<file path="config.mk">
export PLATFORM = sky130hd
export DESIGN_NAME = branch_compare_pipe
export DESIGN_NICKNAME = d
export VERILOG_FILES = /design/src/rtl/branch_compare_pipe.sv
export SDC_FILE = /design/constraint.sdc
export NUM_CORES = 1
export LEC_CHECK = 0
export ABC_AREA = 1
export BUFFER_PORTS_ARGS = -buffer_cell sky130_fd_sc_hd__buf_2
export CORE_MARGIN = 5
export CORE_UTILIZATION = 57
export DETAILED_ROUTE_END_ITERATION = 8
export GPL_TIMING_DRIVEN = 0
export PLACE_DENSITY = 0.86
export SYNTH_ARGS = -nofsm -noshare
export SYNTH_HDL_FRONTEND = slang
export SYNTH_SLANG_ARGS = --single-unit
export TNS_END_PERCENT = 50
</file>
<file path="constraint.sdc">
create_clock -name Clk -period 2.8 [get_ports Clk]
set_input_delay 0.28 -clock Clk [delete_from_list [all_inputs] [get_ports Clk]]
set_output_delay 0.28 -clock Clk [all_outputs]
set_load 0.03 [all_outputs]
</file>
<file path="src/rtl/branch_compare_pipe.sv">
// branch_compare_pipe: two-stage pipelined MIPS branch comparator.
// Stage 1 registers the operands and the opcode; stage 2 registers the
// Taken/Zero/Sign flags together with OutValid.
// Optional feature macro: BRANCH_STATS_EN. When it is defined, the block
// keeps saturating retired and taken branch counters.
module branch_compare_pipe #(
    parameter int WIDTH     = 32,
    parameter int CNT_WIDTH = 16
) (
    input  logic                 Clk,
    input  logic                 Rst,
    input  logic                 InValid,
    input  logic [WIDTH-1:0]     InA,
    input  logic [WIDTH-1:0]     InB,
    input  logic [2:0]           BranchOp,
    input  logic                 Stall,
    input  logic                 Flush,
    output logic                 OutValid,
    output logic                 Taken,
    output logic                 Zero,
    output logic                 Sign,
    output logic [CNT_WIDTH-1:0] TakenCount,
    output logic [CNT_WIDTH-1:0] BranchCount
);

    localparam int STAGES = 2;

    typedef enum logic [2:0] {
        OP_BEQ  = 3'b000,
        OP_BNE  = 3'b001,
        OP_BLEZ = 3'b010,
        OP_BGTZ = 3'b011,
        OP_BLTZ = 3'b100,
        OP_BGEZ = 3'b101,
        OP_BLT  = 3'b110,
        OP_BGE  = 3'b111
    } op_e;

    typedef struct packed {
        op_e              op;
        logic [WIDTH-1:0] a;
        logic [WIDTH-1:0] b;
    } req_t;

    typedef struct packed {
        logic taken;
        logic zero;
        logic sign;
    } res_t;

    // vld_pipe[0] is the stage-1 valid bit; vld_pipe[1] drives OutValid.
    logic [STAGES-1:0] vld_pipe;
    req_t              s1_req;
    res_t              s1_res;
    res_t              s2_res;
    logic [WIDTH:0]    diff;
    logic              zero_op;
    logic              cmp_zero;
    logic              cmp_sign;
    logic              cmp_taken;

    // Evaluate the condition from the stage-1 operands. The subtraction is
    // one bit wider than the operands so its top bit is the true signed
    // A<B result and no overflow correction is needed.
    always_comb begin
        diff      = {s1_req.a[WIDTH-1], s1_req.a} - {s1_req.b[WIDTH-1], s1_req.b};
        zero_op   = (s1_req.op inside {OP_BLEZ, OP_BGTZ, OP_BLTZ, OP_BGEZ});
        cmp_zero  = zero_op ? (s1_req.a == '0) : (s1_req.a == s1_req.b);
        cmp_sign  = zero_op ? s1_req.a[WIDTH-1] : diff[WIDTH];
        cmp_taken = 1'b0;
        case (s1_req.op)
            OP_BEQ:         cmp_taken = cmp_zero;
            OP_BNE:         cmp_taken = !cmp_zero;
            OP_BLEZ:        cmp_taken = cmp_sign | cmp_zero;
            OP_BGTZ:        cmp_taken = !cmp_sign & !cmp_zero;
            OP_BLTZ, OP_BLT: cmp_taken = cmp_sign;
            OP_BGEZ, OP_BGE: cmp_taken = !cmp_sign;
            default:        cmp_taken = 1'b0;
        endcase
        s1_res = '{taken: cmp_taken, zero: cmp_zero, sign: cmp_sign};
        // A bubble moving into stage 2 must present all-zero flags.
        if (!vld_pipe[0])
            s1_res = '0;
    end

    // Pipeline registers. Flush wins over Stall and clears both valid bits
    // and the result flags. Stall freezes every stage, including the
    // operand capture. The stage-1 operands are not cleared on flush
    // because their valid bit already masks them.
    always_ff @(posedge Clk or negedge Rst) begin
        if (!Rst) begin
            vld_pipe <= '0;
            s1_req   <= '0;
            s2_res   <= '0;
        end else if (Flush) begin
            vld_pipe <= '0;
            s2_res   <= '0;
        end else if (!Stall) begin
            vld_pipe <= {vld_pipe[0], InValid};
            s1_req   <= '{op: op_e'(BranchOp), a: InA, b: InB};
            s2_res   <= s1_res;
        end
    end

    assign OutValid = vld_pipe[STAGES-1];
    assign Taken    = s2_res.taken;
    assign Zero     = s2_res.zero;
    assign Sign     = s2_res.sign;

`ifdef BRANCH_STATS_EN
    logic                 retire;
    logic [CNT_WIDTH-1:0] taken_cnt;
    logic [CNT_WIDTH-1:0] branch_cnt;

    // A branch retires on the edge where stage 2 loads a valid result.
    assign retire = vld_pipe[0] && !Stall && !Flush;

    // Saturating statistics counters; only reset clears them.
    always_ff @(posedge Clk or negedge Rst) begin
        if (!Rst) begin
            taken_cnt  <= '0;
            branch_cnt <= '0;
        end else if (retire) begin
            if (branch_cnt != '1)
                branch_cnt <= branch_cnt + CNT_WIDTH'(1);
            if (s1_res.taken && taken_cnt != '1)
                taken_cnt <= taken_cnt + CNT_WIDTH'(1);
        end
    end

    assign TakenCount  = taken_cnt;
    assign BranchCount = branch_cnt;
`else
    assign TakenCount  = '0;
    assign BranchCount = '0;
`endif

endmodule

</file>
Word level (Yosys, flattened, before mapping) --
Cells that the tools add are included.
Operators by class: add/subtract/negate cells 1, muxes and demuxes 8, reduce and logical (&&, ||, !) cells 8, bitwise gates (word level) 4, equal/unequal tests 9
Operators by type and width (number):
- subtractor 32 x 32 -> 33 bit | 1
- == test 32 bit | 1
- logical NOT 32 bit | 1
- == test 3 bit, second input constant | 4
- two-way mux 3 bit | 3
- == test 3 x 2 -> 1 bit, second input constant | 2
- case mux 1 bit (6 select lines) | 1
- two-way mux 2 bit | 2
- nonzero test 4 bit | 1
- OR reduction 2 bit | 2
- == test 3 x 1 -> 1 bit, second input constant | 1
- logical NOT 3 bit | 1
- logical NOT 1 bit | 2
- two-way mux 1 bit | 2
- != test 2 x 1 -> 1 bit, second input constant | 1
- NOT 1 bit | 2
- AND reduction 2 bit | 1
- AND 1 bit | 1
- bitwise OR 1 bit | 1
Word-level totals: bits of input ports 72, output and inout port bits 36, bits in registers 72, logic and storage cells 37

Logic depth before layout (Yosys ltp) --
depth in word-level cells 9, mapped depth 19, gate-level depth less buffers 19

Worst setup path after synthesis --
Ideal clock, no wire load.
path kind register to register, start reg s1_req[63] (netlist bit), end reg s2_res (netlist bit Taken), path slack 0.976 ns, stages on the path, launching flop included 13, arrival 1.707 ns, buffers on the path 0, setup time 0.117 ns, cells stage by stage dfrtp_1 ha_1 nand2_2 nor2_2 nand2_2 nor3b_2 nand3_1 nand2_2 a21oi_2 a21oi_2 nand3_1 nand2_1 nand2_1
Between the ends: cells in the longest elaborated chain, start to end 8
RTL lines:
- from (decl) | line 53 | req_t s1_req;
- from (signal assigned) | line 100 | s1_req <= '{op: op_e'(BranchOp), a: InA, b: InB};
- subtractor 32 x 32 -> 33 bit, or another cell as far along | line 66 | diff = {s1_req.a[WIDTH-1], s1_req.a} - {s1_req.b[WIDTH-1], s1_req.b};
- two-way mux 1 bit, on equally long branches | line 69, 68
- logical NOT 1 bit, on equally long branches | line 75, 77, 73
- AND 1 bit | line 75 | OP_BGTZ: cmp_taken = !cmp_sign & !cmp_zero;
- case mux 1 bit (6 select lines) * | line 71 | case (s1_req.op)
- two-way mux 3 bit * | line 82 | if (!vld_pipe[0])
- two-way mux 3 bit * | line 98 | end else if (!Stall) begin
- two-way mux 3 bit * | line 95 | end else if (Flush) begin
- to (signal assigned) | line 101 | s2_res <= s1_res;
- to (decl) | line 55 | res_t s2_res;
Mark *: on every way between the ends. The rest lies on a longest branch, timed or not. The select of a mux whose other input is x is not followed. A chain may end at the register's enable or synchronous reset.

Worst setup path after layout --
Ends and elaborated chain as after synthesis.

==> impl_results.rst <==
.. list-table::
   :header-rows: 1

   * - Metric
     - Value
   * - Result of the run
     - complete, no violations
   * - Non-filler instance count after layout
     - approximately 700
   * - Initial cell density of the core
     - 58.25%
   * - Global placement routability congestion
     - slightly below 0.9
   * - Core region area
     - about 0.0068 mm2
   * - Number of cells produced by synthesis
     - 487
   * - Number of global-route vias before repair
     - 3,484
   * - Initial antenna violation count
     - 0
   * - Clock transition at the registers of the reported paths
     - roughly 0.080 ns
   * - Netlist cell types
     - 27
   * - Total CTS buffers
     - 9
   * - Residual overflow from global routing
     - 0
   * - PortBufs
     - 75
   * - Pin count of the biggest net entering global routing
     - 73
   * - Clock power share
     - 30.9%
   * - Most used flip-flop cell after synthesis
     - dfrtp_1
   * - RSZ-0062 raised after global routing
     - no
   * - Fin crit share
     - roughly 76%
   * - Detailed-route wire length
     - around 9000 um
   * - Reg2Reg Capture Point
     - Taken$_DFFE_PN0P_
   * - Synth warnings
     - 0
   * - Number of post-CTS setup repair buffers
     - 0
   * - Setup clock skew after layout
     - 0.005129 ns
   * - Cell count of the worst reg-to-reg path
     - 12
   * - Critical path class
     - flop to flop
   * - Clock Root Buffer
     - clkbuf_8
   * - First-pass GRT wire length
     - between 15,000 and 20,000 um
   * - Post-synthesis instance area
     - around 0.0040 mm2
   * - Overall fraction of global-route tracks in use
     - between 20% and 30%
   * - Post-Syn Area per Cell
     - 8.126 um2
   * - Maximum level of the CTS H-tree
     - 3
   * - Minimum period implied by the final worst setup slack
     - approximately 2.1 ns
   * - Most used cells in the layout excluding fill and tap cells
     - nand2_1 (134), buf_2 (77), dfrtp_1 (72)
   * - Total iterations of the first detailed-routing run
     - 4
   * - Worst-case vdd ir drop
     - about 0.3 mV
   * - Remaining antenna violation count after routing
     - 0
   * - Series of cell instances along the critical path
     - ha_1 > nand2_2 > nor2_2 > nand2_2 > nor3b_2 > nand3_1 > nand2_2 > a21oi_2 > a21oi_2 > nand3_1 > nand2_1 > nand2_1
   * - Internal reg-to-reg setup slack
     - roughly 0.67 ns
   * - Critical path arrival
     - ~2.4 ns
   * - Hold Violations, Final
     - 0
   * - Starting DRC count in detailed routing
     - 213
   * - Number of setup violations in the final report
     - 0
   * - Number of synthesized flops with an enable pin
     - 0
   * - Via/cell ratio
     - around 4.8
   * - Combinational share of power
     - approximately a quarter
   * - Sort of element at the start of the critical path
     - flop
   * - Cell class contributing the biggest share of worst-path delay
     - simple AND/OR/NAND/NOR gates
   * - Largest incremental delay on the critical path
     - ~0.42 ns
   * - Area Overhead vs Synth
     - 20.74%
   * - Post-synthesis async set-or-reset flop share
     - 100.0%
   * - Fraction of the yosys area taken by sequential cells
     - between 40% and 50%
   * - Routed length per instance
     - between 10 and 15 um
   * - Number of hold buffers added after CTS
     - 0
   * - Row Count
     - 30
   * - Power per Cell Area
     - ~580 mW/mm2
   * - CTS tree
     - done
   * - Cell total after placement
     - 689
   * - I/O pin total
     - between 100 and 150
   * - Worst Max-Slew Pin Slew
     - between 0.8 and 0.9 ns
   * - Number of filler instances in the final layout
     - between 500 and 600
   * - Total of flip-flops plus latches after synthesis
     - just over 70
   * - Buffer depth of the longest clock path
     - 2
   * - Die span in y
     - about 93 um
   * - Switching part of the total
     - between 30% and 40%
   * - Max-cap viol count
     - 0
   * - Setup_tns
     - 0 ns
   * - Net Sw Power
     - about 870 uW
   * - Final number of max-transition violations
     - 0
   * - Commonest non-fill, non-tap cell in the layout
     - nand2_1
   * - Vias after detailed routing
     - about 3.4k
   * - Endpoint required time on the critical path
     - around 3.0 ns
   * - Resize count post-CTS
     - 0
   * - CP dominant cell by count
     - nand2_2
   * - Max transition margin
     - approximately two fifths
   * - Kind of end point of the critical path
     - flop
   * - Critical path buffer and inverter count
     - 0
   * - Proportion of layout cells with a drive suffix above 1
     - ~22%
   * - Crit-path max FO
     - 6
   * - Leakage power summed over all cells
     - approximately 2.6 nW
   * - Relative contribution of sequential cells to total power
     - about 44%
   * - Number of nets in the final layout
     - 708
   * - Worst-path cell with the longest stage delay
     - ha_1
   * - Insertion delay of the later-clocked pin in the worst-skew pair
     - roughly 0.34 ns
   * - CTS sink count
     - about 70
   * - Total internal power
     - ~1.9 mW
   * - Highest Clock Rate
     - 469.9 MHz
   * - Antenna diode count
     - 0
   * - Type of the tightest min-delay check
     - input pin to asynchronous set/reset pin
   * - Startpoint of the worst-slack reg-to-reg timing path
     - s1_req[63]$_DFFE_PN0P_
   * - Remaining routing DRC violations
     - 0
   * - Die area
     - 0.008710 mm2
   * - Detailed placement HPWL
     - a little under 7000 um
   * - Horizontal extent of the die
     - between 90 and 100 um
==> cell usage after synthesis (3+ instances only) <==
library cell,number,area share [%]
nand4_1,8,1.3
a21oi_1,15,1.9
nand2_2,3,0.47
nand3_1,13,1.6
nand2_1,134,13
dfrtp_1,72,46
buf_4,32,6.1
clkbuf_1,7,0.66
buf_2,3,0.38
buf_1,4,0.38
o21ai_0,63,8.0
inv_1,68,6.4
nor2_1,16,1.5
ha_1,32,10
==> worst max-delay path by stage <==
stage,cells past startpoint,to,start,slack [ns]
3_3_place_gp,12,Taken$_DFFE_PN0P_,s1_req[63]$_DFFE_PN0P_,0.75
3_5_place_dp,12,Taken$_DFFE_PN0P_,s1_req[63]$_DFFE_PN0P_,0.73
2_1_floorplan,12,Taken$_DFFE_PN0P_,s1_req[63]$_DFFE_PN0P_,0.98
6_report,12,Taken$_DFFE_PN0P_,s1_req[63]$_DFFE_PN0P_,0.67
5_1_grt,12,Taken$_DFFE_PN0P_,s1_req[63]$_DFFE_PN0P_,0.47
4_1_cts,12,Taken$_DFFE_PN0P_,s1_req[63]$_DFFE_PN0P_,0.70
==> worst register-to-register path: cells and delay by family (launching register included) <==
kind	cells	cell delay [ns]
and+or+nand+nor	9	1.01
AOI/OAI and AO/OA	2	0.17
DFF	1	0.41
adders and majority gates	1	0.42
==> metal layers <==
layer / up-vias / wire length (um) / share of wire [%] / global-route usage [%]
met5: - / 0 / 0 / 0
met4: 0 / 165 / 1.8 / 8.913
met3: 18 / 489 / 5.4 / 4.907
met2: 114 / 4605 / 51 / 36.99
met1: 1546 / 3776 / 42 / 27.40
li1: 1711 / - / - / -
==> cell type report <==
class                   instances  area (um2)  share of cell area [%]
well taps                      96       120.1                   2.514
inverters                      71       266.5                   5.577
clock inverters                 2       37.54                  0.7855
multi-input cells             329        1709                   35.77
repair buffers                 75       377.9                   7.908
clock buffers                  13       168.9                   3.535
plain buffers                  46       296.5                   6.206
flip-flops and latches         72        1802                   37.71
==> power groups by stage <==
| stage | Combinational (mW) | Clock (mW) | Sequential (mW) |
|---|---|---|---|
| floorplan | 0.495 | 0 | 1.23 |
| global placement | 0.644 | 0 | 1.24 |
| detailed placement | 0.679 | 0 | 1.25 |
| CTS | 0.688 | 0.861 | 1.23 |
| global route | 0.792 | 0.918 | 1.24 |
| finish | 0.691 | 0.857 | 1.23 |
==> registers in the layout, summed over array words and instances, names as in the netlist <==
register	flops
Taken	1
vld_pipe	2
Zero	1
Sign	1
s1_req	67
==> stage by stage <==
step           cell area, um2  total power [mW]  setup WS, ns  utilization, %  hold WS [ns]
2_1_floorplan            4074             1.727        0.9759               -      -0.01559
3_3_place_gp             4569             1.885        0.7458           67.26        0.4642
3_5_place_dp             4572             1.927        0.7254           67.29        0.4645
4_1_cts                  4778             2.777        0.7022           70.33       0.09645
5_1_grt                  4778             2.953        0.4729           70.33        0.1307
6_report                 4778             2.777        0.6718           70.33       0.07748
==> cell families (layout without fill, tap and decap cells) <==
| family | count (synthesis) | in the layout | synth area share (%) |
|---|---|---|---|
| and+or+nand+nor | 181 | 181 | 18.94 |
| buffers and inverters | 117 | 207 | 14.23 |
| AOI/OAI and AO/OA | 84 | 84 | 11.10 |
| DFF | 72 | 72 | 45.53 |
| adders and majority gates | 32 | 32 | 10.12 |
| other | 1 | 32 | 0.09476 |
Power figures use the tool's default switching activity.
